===== src/rtl/pwm_duty_capture_if.sv =====
// Signal bundle between a PWM capture block (slave) and the logic that enables it and consumes its results (master).
interface pwm_duty_capture_if #(
  parameter int CNT_W = 16
);
  logic             en;
  logic             pwm_in;
  logic [7:0]       duty_cycle;
  logic [CNT_W-1:0] period;
  logic             duty_valid;
  logic             signal_lost;
  logic             busy;

  modport master (
    output en, pwm_in,
    input  duty_cycle, period, duty_valid, signal_lost, busy
  );

  modport slave (
    input  en, pwm_in,
    output duty_cycle, period, duty_valid, signal_lost, busy
  );
endinterface


===== src/rtl/pwm_duty_capture.sv =====
// Measures high time and period of an asynchronous PWM line and reports duty (0..100 %) and period in clk cycles.
// Optional glitch filter on the synchronized input: define PWM_GLITCH_FILTER_EN.
module pwm_duty_capture #(
  parameter int CNT_W       = 16,
  parameter int TIMEOUT     = 60000,
  parameter int SYNC_STAGES = 2
`ifdef PWM_GLITCH_FILTER_EN
  ,
  parameter int FILT_LEN    = 4
`endif
) (
  input  logic              clk,
  input  logic              n_rst,
  pwm_duty_capture_if.slave bus
);

  localparam int               NUM_W  = CNT_W + 7;
  localparam logic [CNT_W-1:0] CNT_TO = CNT_W'(TIMEOUT);

  typedef enum logic [1:0] {IDLE, MEAS_HIGH, MEAS_LOW} state_t;

  state_t                  state, state_nxt;
  logic [SYNC_STAGES-1:0]  sync_p0;
  logic                    s_p0, s_p1, s_d_p1, rise_p1, fall_p1;
  logic [CNT_W-1:0]        cnt, hi_lat, per_lat;
  logic                    to_done, to_fire, lat_hi, start_div;
  logic                    busy_r;
  logic [2:0]              iter;
  logic [NUM_W-1:0]        rem_p2, dsr_p2, rem_nxt_p2;
  logic [6:0]              quo_p2;
  logic signed [NUM_W:0]   trial_p2;
  logic                    ge_p2;
  logic [7:0]              quo_nxt_p2;
  logic [7:0]              duty_r;
  logic [CNT_W-1:0]        period_r;
  logic                    dv_r, lost_r;

  function automatic logic [7:0] sat_pct(input logic [7:0] q);
    return (q > 8'd100) ? 8'd100 : q;
  endfunction

  // Stage p0: input synchronizer
  always_ff @(posedge clk or negedge n_rst) begin
    if (!n_rst) sync_p0 <= '0;
    else        sync_p0 <= {sync_p0[SYNC_STAGES-2:0], bus.pwm_in};
  end
  assign s_p0 = sync_p0[SYNC_STAGES-1];

  // Stage p1: optional glitch filter, then edge detection
`ifdef PWM_GLITCH_FILTER_EN
  localparam int FC_W = (FILT_LEN > 1) ? $clog2(FILT_LEN) : 1;
  logic [FC_W-1:0] filt_cnt;
  logic            filt_q;

  always_ff @(posedge clk or negedge n_rst) begin
    if (!n_rst) begin
      filt_q   <= 1'b0;
      filt_cnt <= '0;
    end else if (s_p0 == filt_q) begin
      filt_cnt <= '0;
    end else if (filt_cnt == FC_W'(FILT_LEN - 1)) begin
      filt_q   <= s_p0;
      filt_cnt <= '0;
    end else begin
      filt_cnt <= filt_cnt + 1'b1;
    end
  end
  assign s_p1 = filt_q;
`else
  assign s_p1 = s_p0;
`endif

  always_ff @(posedge clk or negedge n_rst) begin
    if (!n_rst) s_d_p1 <= 1'b0;
    else        s_d_p1 <= s_p1;
  end
  assign rise_p1 = s_p1 & ~s_d_p1;
  assign fall_p1 = ~s_p1 & s_d_p1;

  // Cycle counter saturates at TIMEOUT; to_done keeps the timeout report to one pulse per stall
  always_ff @(posedge clk or negedge n_rst) begin
    if (!n_rst) begin
      cnt     <= '0;
      to_done <= 1'b0;
    end else begin
      to_done <= bus.en && (cnt == CNT_TO);
      if (!bus.en)             cnt <= '0;
      else if (rise_p1)        cnt <= CNT_W'(1);
      else if (cnt != CNT_TO)  cnt <= cnt + 1'b1;
    end
  end
  assign to_fire = bus.en && (cnt == CNT_TO) && !to_done;

  always_ff @(posedge clk or negedge n_rst) begin
    if (!n_rst) state <= IDLE;
    else        state <= state_nxt;
  end

  always_comb begin
    state_nxt = state;
    lat_hi    = 1'b0;
    start_div = 1'b0;
    if (!bus.en || to_fire) begin
      state_nxt = IDLE;
    end else begin
      case (state)
        IDLE:      if (rise_p1) state_nxt = MEAS_HIGH;
        MEAS_HIGH: if (fall_p1) begin
                     lat_hi    = 1'b1;
                     state_nxt = MEAS_LOW;
                   end
        MEAS_LOW:  if (rise_p1) begin
                     start_div = !busy_r;
                     state_nxt = MEAS_HIGH;
                   end
        default:   state_nxt = IDLE;
      endcase
    end
  end

  // Stage p2: restoring divider, one quotient bit per cycle, MSB first
  assign trial_p2   = $signed({1'b0, rem_p2}) - $signed({1'b0, dsr_p2});
  assign ge_p2      = ~trial_p2[NUM_W];
  assign rem_nxt_p2 = ge_p2 ? trial_p2[NUM_W-1:0] : rem_p2;
  assign quo_nxt_p2 = {quo_p2, ge_p2};

  always_ff @(posedge clk) begin
    if (lat_hi) hi_lat <= cnt;
    if (start_div) begin
      per_lat <= cnt;
      rem_p2  <= NUM_W'(hi_lat) * NUM_W'(100);
      dsr_p2  <= {cnt, 7'b0};
    end else if (busy_r) begin
      rem_p2  <= rem_nxt_p2;
      dsr_p2  <= dsr_p2 >> 1;
      quo_p2  <= quo_nxt_p2[6:0];
    end
  end

  always_ff @(posedge clk or negedge n_rst) begin
    if (!n_rst) begin
      busy_r   <= 1'b0;
      iter     <= '0;
      dv_r     <= 1'b0;
      lost_r   <= 1'b0;
      duty_r   <= '0;
      period_r <= '0;
    end else begin
      dv_r <= 1'b0;
      if (!bus.en) begin
        busy_r <= 1'b0;
      end else if (to_fire) begin
        busy_r   <= 1'b0;
        dv_r     <= 1'b1;
        lost_r   <= 1'b1;
        duty_r   <= s_p1 ? 8'd100 : 8'd0;
        period_r <= '0;
      end else if (start_div) begin
        busy_r <= 1'b1;
        iter   <= '0;
      end else if (busy_r) begin
        iter <= iter + 1'b1;
        if (iter == 3'd7) begin
          busy_r   <= 1'b0;
          dv_r     <= 1'b1;
          lost_r   <= 1'b0;
          duty_r   <= sat_pct(quo_nxt_p2);
          period_r <= per_lat;
        end
      end
    end
  end

  assign bus.duty_cycle  = duty_r;
  assign bus.period      = period_r;
  assign bus.duty_valid  = dv_r;
  assign bus.signal_lost = lost_r;
  assign bus.busy        = busy_r;

endmodule


===== src/flat_wrapper.sv =====
// flat-port wrapper written by rule: the top's interface ports become plain ports
module pwm_duty_capture_flat 
#(
  parameter int CNT_W       = 16,
  parameter int TIMEOUT     = 60000,
  parameter int SYNC_STAGES = 2

)
  (clk, n_rst, bus_en, bus_pwm_in, bus_duty_cycle, bus_period, bus_duty_valid, bus_signal_lost, bus_busy);
  pwm_duty_capture_if #(.CNT_W(CNT_W)) bus_i ();
  input  logic clk;
  input  logic n_rst;
  input wire logic [$bits(bus_i.en)-1:0] bus_en;
  input wire logic [$bits(bus_i.pwm_in)-1:0] bus_pwm_in;
  output wire logic [$bits(bus_i.duty_cycle)-1:0] bus_duty_cycle;
  output wire logic [$bits(bus_i.period)-1:0] bus_period;
  output wire logic [$bits(bus_i.duty_valid)-1:0] bus_duty_valid;
  output wire logic [$bits(bus_i.signal_lost)-1:0] bus_signal_lost;
  output wire logic [$bits(bus_i.busy)-1:0] bus_busy;
  assign bus_i.en = bus_en;
  assign bus_i.pwm_in = bus_pwm_in;
  assign bus_duty_cycle = bus_i.duty_cycle;
  assign bus_period = bus_i.period;
  assign bus_duty_valid = bus_i.duty_valid;
  assign bus_signal_lost = bus_i.signal_lost;
  assign bus_busy = bus_i.busy;
  pwm_duty_capture #(.CNT_W(CNT_W), .TIMEOUT(TIMEOUT), .SYNC_STAGES(SYNC_STAGES)) u_core (.clk(clk), .n_rst(n_rst), .bus(bus_i));
endmodule

===== config.mk =====
export PLATFORM = sky130hd
export DESIGN_NAME = pwm_duty_capture_flat
export DESIGN_NICKNAME = d
export VERILOG_FILES = /design/src/rtl/pwm_duty_capture_if.sv /design/src/rtl/pwm_duty_capture.sv /design/src/flat_wrapper.sv
export SDC_FILE = /design/constraint.sdc
export NUM_CORES = 1
export LEC_CHECK = 0
export ABC_AREA = 1
export CORE_MARGIN = 2
export CORE_UTILIZATION = 50
export DETAILED_ROUTE_END_ITERATION = 10
export PLACE_DENSITY = 0.67
export SETUP_SLACK_MARGIN = 0.05
export SKIP_LAST_GASP = 1
export SYNTH_ARGS = -nofsm -noshare
export SYNTH_HDL_FRONTEND = slang
export SYNTH_SLANG_ARGS = --single-unit

===== constraint.sdc =====
create_clock -name clk -period 3.95 [get_ports clk]
set_input_delay 0.9875 -clock clk [delete_from_list [all_inputs] [get_ports clk]]
set_output_delay 0.9875 -clock clk [all_outputs]
set_load 0.02 [all_outputs]

==> results_dict.tcl, run 1 <==
set metrics [dict create \
    row_count 47 \
    grt_pass1_wl_um 34000 \
    setup_viol 0 \
    endpoint "u_core.rem_p2[16]" \
    hp-class "reg -> reg" \
    register_area_um2 3760 \
    yosys_register_bits 137 \
    cp.required_ns 4.11 \
    vdd_drop_max_mv 0.461 \
    timing.rr.start "u_core.hi_lat[6]" \
    cts_buffers 17 \
    ctsResizeCount 0 \
    fin_util_pct 58.0 \
    critical_path_class "reg -> reg" \
    vias 6689 \
    pre_cts_ws_ns 0.579 \
    wl_per_cell_um 16.6 \
    final_nets 1085 \
    die_w_um 135 \
    area_growth_pct 12.7 \
    drt_iter0_drc 611 \
    cts-root-buf "clkbuf_16" \
    slew_headroom_pct 44.0 \
    hold_viol 0 \
    avgViaCountPerCell 5.47 \
    cp_max_fo 4 \
    n_fill_cell 1465 \
    maxCapViolCount 0 \
    grt_util_all_layers_pct 24.2 \
    place_congestion 0.948 \
    slew_violations 0 \
    startpoint "u_core.hi_lat[6]" \
    worst_slew_pin_slew_ns 0.840 \
    antenna_cells 0 \
    drt_pre_antenna_iters 5 \
    cts.sinks 137 \
    h-tree-depth 4 \
    ys.warnings.count 0 \
    hpwl_um 15300 \
    antenna_found_initial 0 \
    path_depth 13 \
    place.port_buffers 30 \
    critPathMaxStageDelay_ns 0.51 \
    fp.dieArea_um2 18200 \
    worst-r2r-cell-count 13 \
    status "finished, final reports clean" \
    yosys_most_used_dff "edfxtp_1" \
    drc 0 \
    cts_setup_buffers 0 \
    finClkSkew_ns 0.0120 \
    synth_top_area_cell "edfxtp_1" \
    final_layout_size_suffix_gt1_share_pct 8.58 \
    clk_path_buf_depth 2 \
    synth_top_area_share_pct 26.7 \
    timing.final.crit_period_ns 3.46 \
    yosysSeqAreaShare_pct 44.0 \
    slowest_stage "fa_1" \
    ant_nets 0 \
    finalWirelength_um 20300 \
    path_buf_inv 2 \
    worst_slack_ns 0.493 \
    grt-ovfl-total 0 \
    boundaryPins 31 \
    fmax_mhz 289 \
    grt_max_degree 37 \
    syn-num-nets 1043 \
    whs_ns 0.357 \
    clk_latency_ns 0.42 \
    syn_inst 947 \
    synth_area_leaders "edfxtp_1, dfrtp_1, ha_1" \
    multi_input_area_um2 4070 \
    avgSynthCellArea_um2 9.04 \
    core_um2 16600 \
    synth_edf_count 76 \
    grt_pass1_vias 6542 \
    die_h_um 135 \
    netlist_area_um2 8560 \
    period_share_pct 87.5 \
    cts_tree "built" \
    power.density_nw_per_um2 389 \
    start_kind "flip-flop" \
    reg2reg_to "u_core.rem_p2[16]" \
    ys_types 50 \
    clk_pin_slew_ns 0.06 \
    cp.arrival_ns 3.62 \
    rsz0062_at_grt "false" \
    tns_ns 0 \
    cpMostUsedCell "ha_1" \
    worst_setup_path_end_kind "flip-flop" \
    start_util_pct 51.4 \
    postCtsHoldBufs 0 \
    async_flop_share_pct 38.0 \
    rrSetupSlack_ns 0.49 \
    cpLargestDelayFamily "adder cells" \
    worstPathCellList "ha_1 > ha_1 > inv_1 > fa_1 > inv_1 > ha_1 > a21oi_1 > or2_2 > nand3_1 > nand2_1 > nand2_1 > o21ai_0 > o21ai_1" \
    leakage_nw 4.63 \
]
-- flip-flops by register name (all words and copies together) (netlist names), 2 cells and up --
signal and cells:
u_core.bus.duty_cycle 8, u_core.bus.period 16, u_core.cnt 16, u_core.dsr_p2 23, u_core.hi_lat 16, u_core.iter 3
u_core.per_lat 16, u_core.quo_p2 7, u_core.rem_p2 23, u_core.state 2, u_core.sync_p0 2
-- cell families after synthesis --
family                     after synthesis  share of synthesized area (%)
DFF                                    137                           44.0
adders and majority gates               92                           14.5
xor gates and xnor gates                20                           2.05
and+or+nand+nor                        353                           19.0
AOI/OAI and AO/OA                      164                           11.9
buffers and inverters                  181                           8.52
-- through the flow --
| stage | cells | cell area [um^2] | power (mW) |
|---|---|---|---|
| floorplan | 947 | 8560 | 2.08 |
| global placement | 1190 | 9080 | 2.22 |
| detailed placement | 1190 | 9080 | 2.22 |
| CTS | 1222 | 9650 | 3.76 |
| global route | 1222 | 9650 | 3.93 |
| finish | 1222 | 9650 | 3.75 |
-- routing by layer --
layer | up-vias | track usage (%) | part of all wire, %
met4 | 0 | 8.77 | 2.3
li1 | 3280 | - | -
met3 | 30 | 4.20 | 5.6
met1 | 3161 | 35.6 | 49
met2 | 218 | 36.0 | 43
met5 | - | 0 | 0
-- worst min path at each step --
stage | slack (ns) | from | cells past startpoint | end
2_1_floorplan | 0.33 | u_core.sync_p0[0] | 0 | u_core.sync_p0[1]
5_1_grt | 0.37 | u_core.sync_p0[0] | 0 | u_core.sync_p0[1]
4_1_cts | 0.36 | u_core.sync_p0[0] | 0 | u_core.sync_p0[1]
3_5_place_dp | 0.35 | u_core.sync_p0[0] | 0 | u_core.sync_p0[1]
6_report | 0.36 | u_core.sync_p0[0] | 0 | u_core.sync_p0[1]
3_3_place_gp | 0.33 | u_core.sync_p0[0] | 0 | u_core.sync_p0[1]
-- where the power goes --
group	leakage, nW	total [mW]	switching (mW)	internal (mW)
sequential	1.50	1.59	0.0331	1.55
combinational	2.85	0.621	0.397	0.223
clock	0.281	1.54	0.659	0.883
total	4.63	3.75	1.09	2.66
-- cell type report --
| class | instances | share of cell area, % |
|---|---|---|
| clock buffers | 18 | 4.45 |
| clock inverters | 14 | 1.40 |
| inverters | 167 | 6.52 |
| multi-input cells | 629 | 42.1 |
| flip-flops and latches | 137 | 39.0 |
| well taps | 220 | 2.85 |
| repair buffers | 37 | 3.61 |
-- synthesized netlist by cell type, drive strengths merged (5+ instances only) --
master / n
nor4: 6
buf: 11
xnor2: 11
nand2: 195
inv: 167
dfrtp: 52
fa: 12
a21oi: 59
nor2: 59
o21bai: 6
a22o: 16
o211ai: 8
edfxtp: 76
ha: 80
xor2: 9
nand3b: 5
nand3: 50
nand4: 21
dfxtp: 9
o21ai: 47
o22ai: 19
nor3: 12
-- layout by cell type, fill, tap and decap left out, types with 4 or more instances in the layout --
master           count
nand2_1            185
inv_1              158
ha_1                80
edfxtp_1            76
a21oi_1             58
nor2_1              53
dfrtp_1             52
nand3_1             45
o21ai_0             29
clkdlybuf4s50_1     29
nand4_1             20
clkbuf_16           17
a22o_1              16
o21ai_1             14
o22ai_1             13
fa_1                12
nor3_1              11
xnor2_1             11
nand2_2              9
xor2_1               9
dfxtp_1              9
inv_2                8
o211ai_1             8
buf_4                7
o21bai_1             6
o22ai_2              6
nor2_2               5
inv_6                5
nand3_2              4
a21o_1               4
nand3b_1             4
o21ai_2              4
nor4_1               4
-- worst register-to-register path, stage by stage, from the launching register on --
cell and delay, ns:
edfxtp_1 0.50, ha_1 0.32, ha_1 0.28, inv_1 0.05, fa_1 0.51, inv_1 0.04
ha_1 0.36, a21oi_1 0.28, or2_2 0.16, nand3_1 0.14, nand2_1 0.10, nand2_1 0.08
o21ai_0 0.28, o21ai_1 0.11
Note: power is estimated with default switching activity, not from simulation.
==> run 2: changes to the inputs <==
--- a/config.mk
+++ b/config.mk
@@ -10,7 +10,7 @@
 export CORE_UTILIZATION = 50
 export DETAILED_ROUTE_END_ITERATION = 10
 export PLACE_DENSITY = 0.67
-export SETUP_SLACK_MARGIN = 0.05
+export SETUP_SLACK_MARGIN = 0.15
 export SKIP_LAST_GASP = 1
 export SYNTH_ARGS = -nofsm -noshare
 export SYNTH_HDL_FRONTEND = slang
==> results of run 2 <==
No change in the layout: final DEF, timing and power equal those of run 1.
==> run 3: changes to the inputs <==
--- a/config.mk
+++ b/config.mk
@@ -6,9 +6,11 @@
 export NUM_CORES = 1
 export LEC_CHECK = 0
 export ABC_AREA = 1
+export CAP_MARGIN = 10
 export CORE_MARGIN = 2
 export CORE_UTILIZATION = 50
 export DETAILED_ROUTE_END_ITERATION = 10
+export HOLD_SLACK_MARGIN = 0.12
 export PLACE_DENSITY = 0.67
 export SETUP_SLACK_MARGIN = 0.15
 export SKIP_LAST_GASP = 1
==> constraint.sdc (replaced) <==
create_clock -name clk -period 3.2 [get_ports clk]
set_input_delay 0.8 -clock clk [delete_from_list [all_inputs] [get_ports clk]]
set_output_delay 0.8 -clock clk [all_outputs]
set_load 0.02 [all_outputs]
==> run 3 against run 2 <==
Clock skew down 0.0022 ns. Routed wire length up 5.6%. Largest cell class unchanged. Die area unchanged. Sequential power up 23%. Worst setup slack worse by 0.34 ns. Final cell count up 2.5%.
==> results_dict.tcl, run 3 (synthesis results as in run 1) <==
set metrics [dict create \
    ant_nets 0 \
    cts.sinks 137 \
    clk_latency_ns 0.43 \
    slew_violations 0 \
    layout_common_cells "nand2_1, inv_1, edfxtp_1, ha_1, dfrtp_1" \
    finClkSkew_ns 0.00981 \
    place_congestion 0.969 \
    cts-root-buf "clkbuf_16" \
    final_nets 1115 \
    place.port_buffers 30 \
    die_w_um 135 \
    hp-class "in -> async" \
    worst-r2r-cell-count 13 \
    drt_pre_antenna_iters 5 \
    timing.final.crit_period_ns 3.05 \
    wl_per_cell_um 17.1 \
    critical_path_class "reg -> reg" \
    cp.arrival_ns 3.35 \
    top_regs "u_core.dsr_p2 (23), u_core.rem_p2 (23)" \
    period_share_pct 95.3 \
    worst_slack_ns 0.150 \
    avgViaCountPerCell 5.51 \
    start_kind "flip-flop" \
    cp_max_fo 4 \
    grt_pass1_vias 6559 \
    drc 0 \
    whs_ns 0.269 \
    h-tree-depth 4 \
    finalWirelength_um 21400 \
    boundaryPins 31 \
    core_um2 16600 \
    vdd_drop_max_mv 0.388 \
    setup_viol 0 \
    tns_ns 0 \
    cts_tree "built" \
    cp.required_ns 3.50 \
    grt_max_degree 39 \
    row_count 47 \
    leakage_nw 4.80 \
    fin_util_pct 61.9 \
    drt_iter0_drc 663 \
    grt_pass1_wl_um 33600 \
    hpwl_um 15500 \
    antenna_found_initial 0 \
    n_fill_cell 1357 \
    final_common_cell "nand2_1" \
    status "finished, final reports clean" \
    power.density_nw_per_um2 463 \
    die_h_um 135 \
    clk_pin_slew_ns 0.06 \
    slew_headroom_pct 53.5 \
    rsz0062_at_grt "true" \
    start_util_pct 51.4 \
    antenna_cells 0 \
    area_growth_pct 20.3 \
    clk_path_buf_depth 2 \
    multi_input_area_um2 4490 \
    worst_slew_pin_slew_ns 0.696 \
    pre_cts_ws_ns -0.0434 \
    grt-ovfl-total 0 \
    fmax_mhz 328 \
    timing.rr.start "u_core.hi_lat[6]" \
    register_area_um2 3760 \
    rrSetupSlack_ns 0.15 \
    reg2reg_to "u_core.rem_p2[15]" \
    fp.dieArea_um2 18200 \
    grt_util_all_layers_pct 23.9 \
    worst_setup_path_end_kind "flip-flop" \
    hold_viol 0 \
    cts_buffers 17 \
    vias 6894 \
    maxCapViolCount 0 \
    final_layout_size_suffix_gt1_share_pct 18.0 \
]
==> run 3: cell count changes in the layout (fill, tap and decap cells not counted), sizes merged <==
cell / before / now
clkinvlp: 1 / 3
buf: 8 / 38
clkbuf: 18 / 19
clkinv: 3 / 2
bufinv: 1 / 0
inv: 176 / 175
==> run 3: worst max-delay path by stage <==
| stage | startpoint | end | slack (ns) | depth (start not counted) |
|---|---|---|---|---|
| after floorplan | u_core.hi_lat[6] | u_core.rem_p2[22] | 0.22 | 13 |
| after global placement | u_core.hi_lat[5] | u_core.rem_p2[16] | -0.06 | 13 |
| after detailed placement | u_core.hi_lat[5] | u_core.rem_p2[16] | -0.04 | 13 |
| after CTS | u_core.hi_lat[9] | u_core.rem_p2[20] | 0.13 | 13 |
| after global routing | u_core.hi_lat[6] | u_core.rem_p2[15] | 0.04 | 12 |
| final | u_core.hi_lat[6] | u_core.rem_p2[15] | 0.15 | 13 |
==> run 3: layer usage <==
layer,global-route usage [%],up-vias,part of all wire (%)
met5,0,-,0
met2,35.6,250,45
met1,34.8,3254,46
met3,4.43,48,6.4
li1,-,3342,-
met4,9.12,0,2.6
==> run 3: per-stage QoR <==
step / instance area, um^2 / total power, mW / cells
after global placement: 9150 / 2.75 / 1199
after global routing: 10300 / 4.99 / 1252
final: 10300 / 4.77 / 1252
after detailed placement: 9150 / 2.76 / 1199
after CTS: 9820 / 4.64 / 1237
after floorplan: 8560 / 2.57 / 947
==> run 3: timing repair <==
item                                    in CTS  in global routing
pin swaps                                    4                 38
hold buffers                                 0                  0
resized for setup                           19                 77
buffers inserted                             6                 15
endpoints found under the setup margin      11                 12
==> run 3: worst max-delay path, cell delays in order (launching register included) <==
cell and delay (ns):
edfxtp_1 0.42, ha_1 0.32, ha_1 0.29, inv_1 0.06, fa_1 0.51, inv_2 0.05, ha_4 0.23, a21oi_1 0.34
nand3_2 0.20, nand3_1 0.14, nand2_2 0.08, a21oi_1 0.16, o21ai_2 0.07, nand2_1 0.05
==> run 3: report_power, final <==
group	internal [mW]	total [mW]	leakage, nW	switching (mW)
combinational	0.363	0.940	3.03	0.577
sequential	1.92	1.95	1.50	0.0373
clock	1.06	1.87	0.269	0.818
total	3.33	4.77	4.80	1.43
==> run 3: layout make-up <==
cell class	count	share of cell area, %
sequential	137	36.6
multi-input combinational	629	43.6
clock inverter	13	1.03
clock buffer	19	4.41
inverter	167	6.11
timing repair buffer	67	5.64
tap	220	2.67
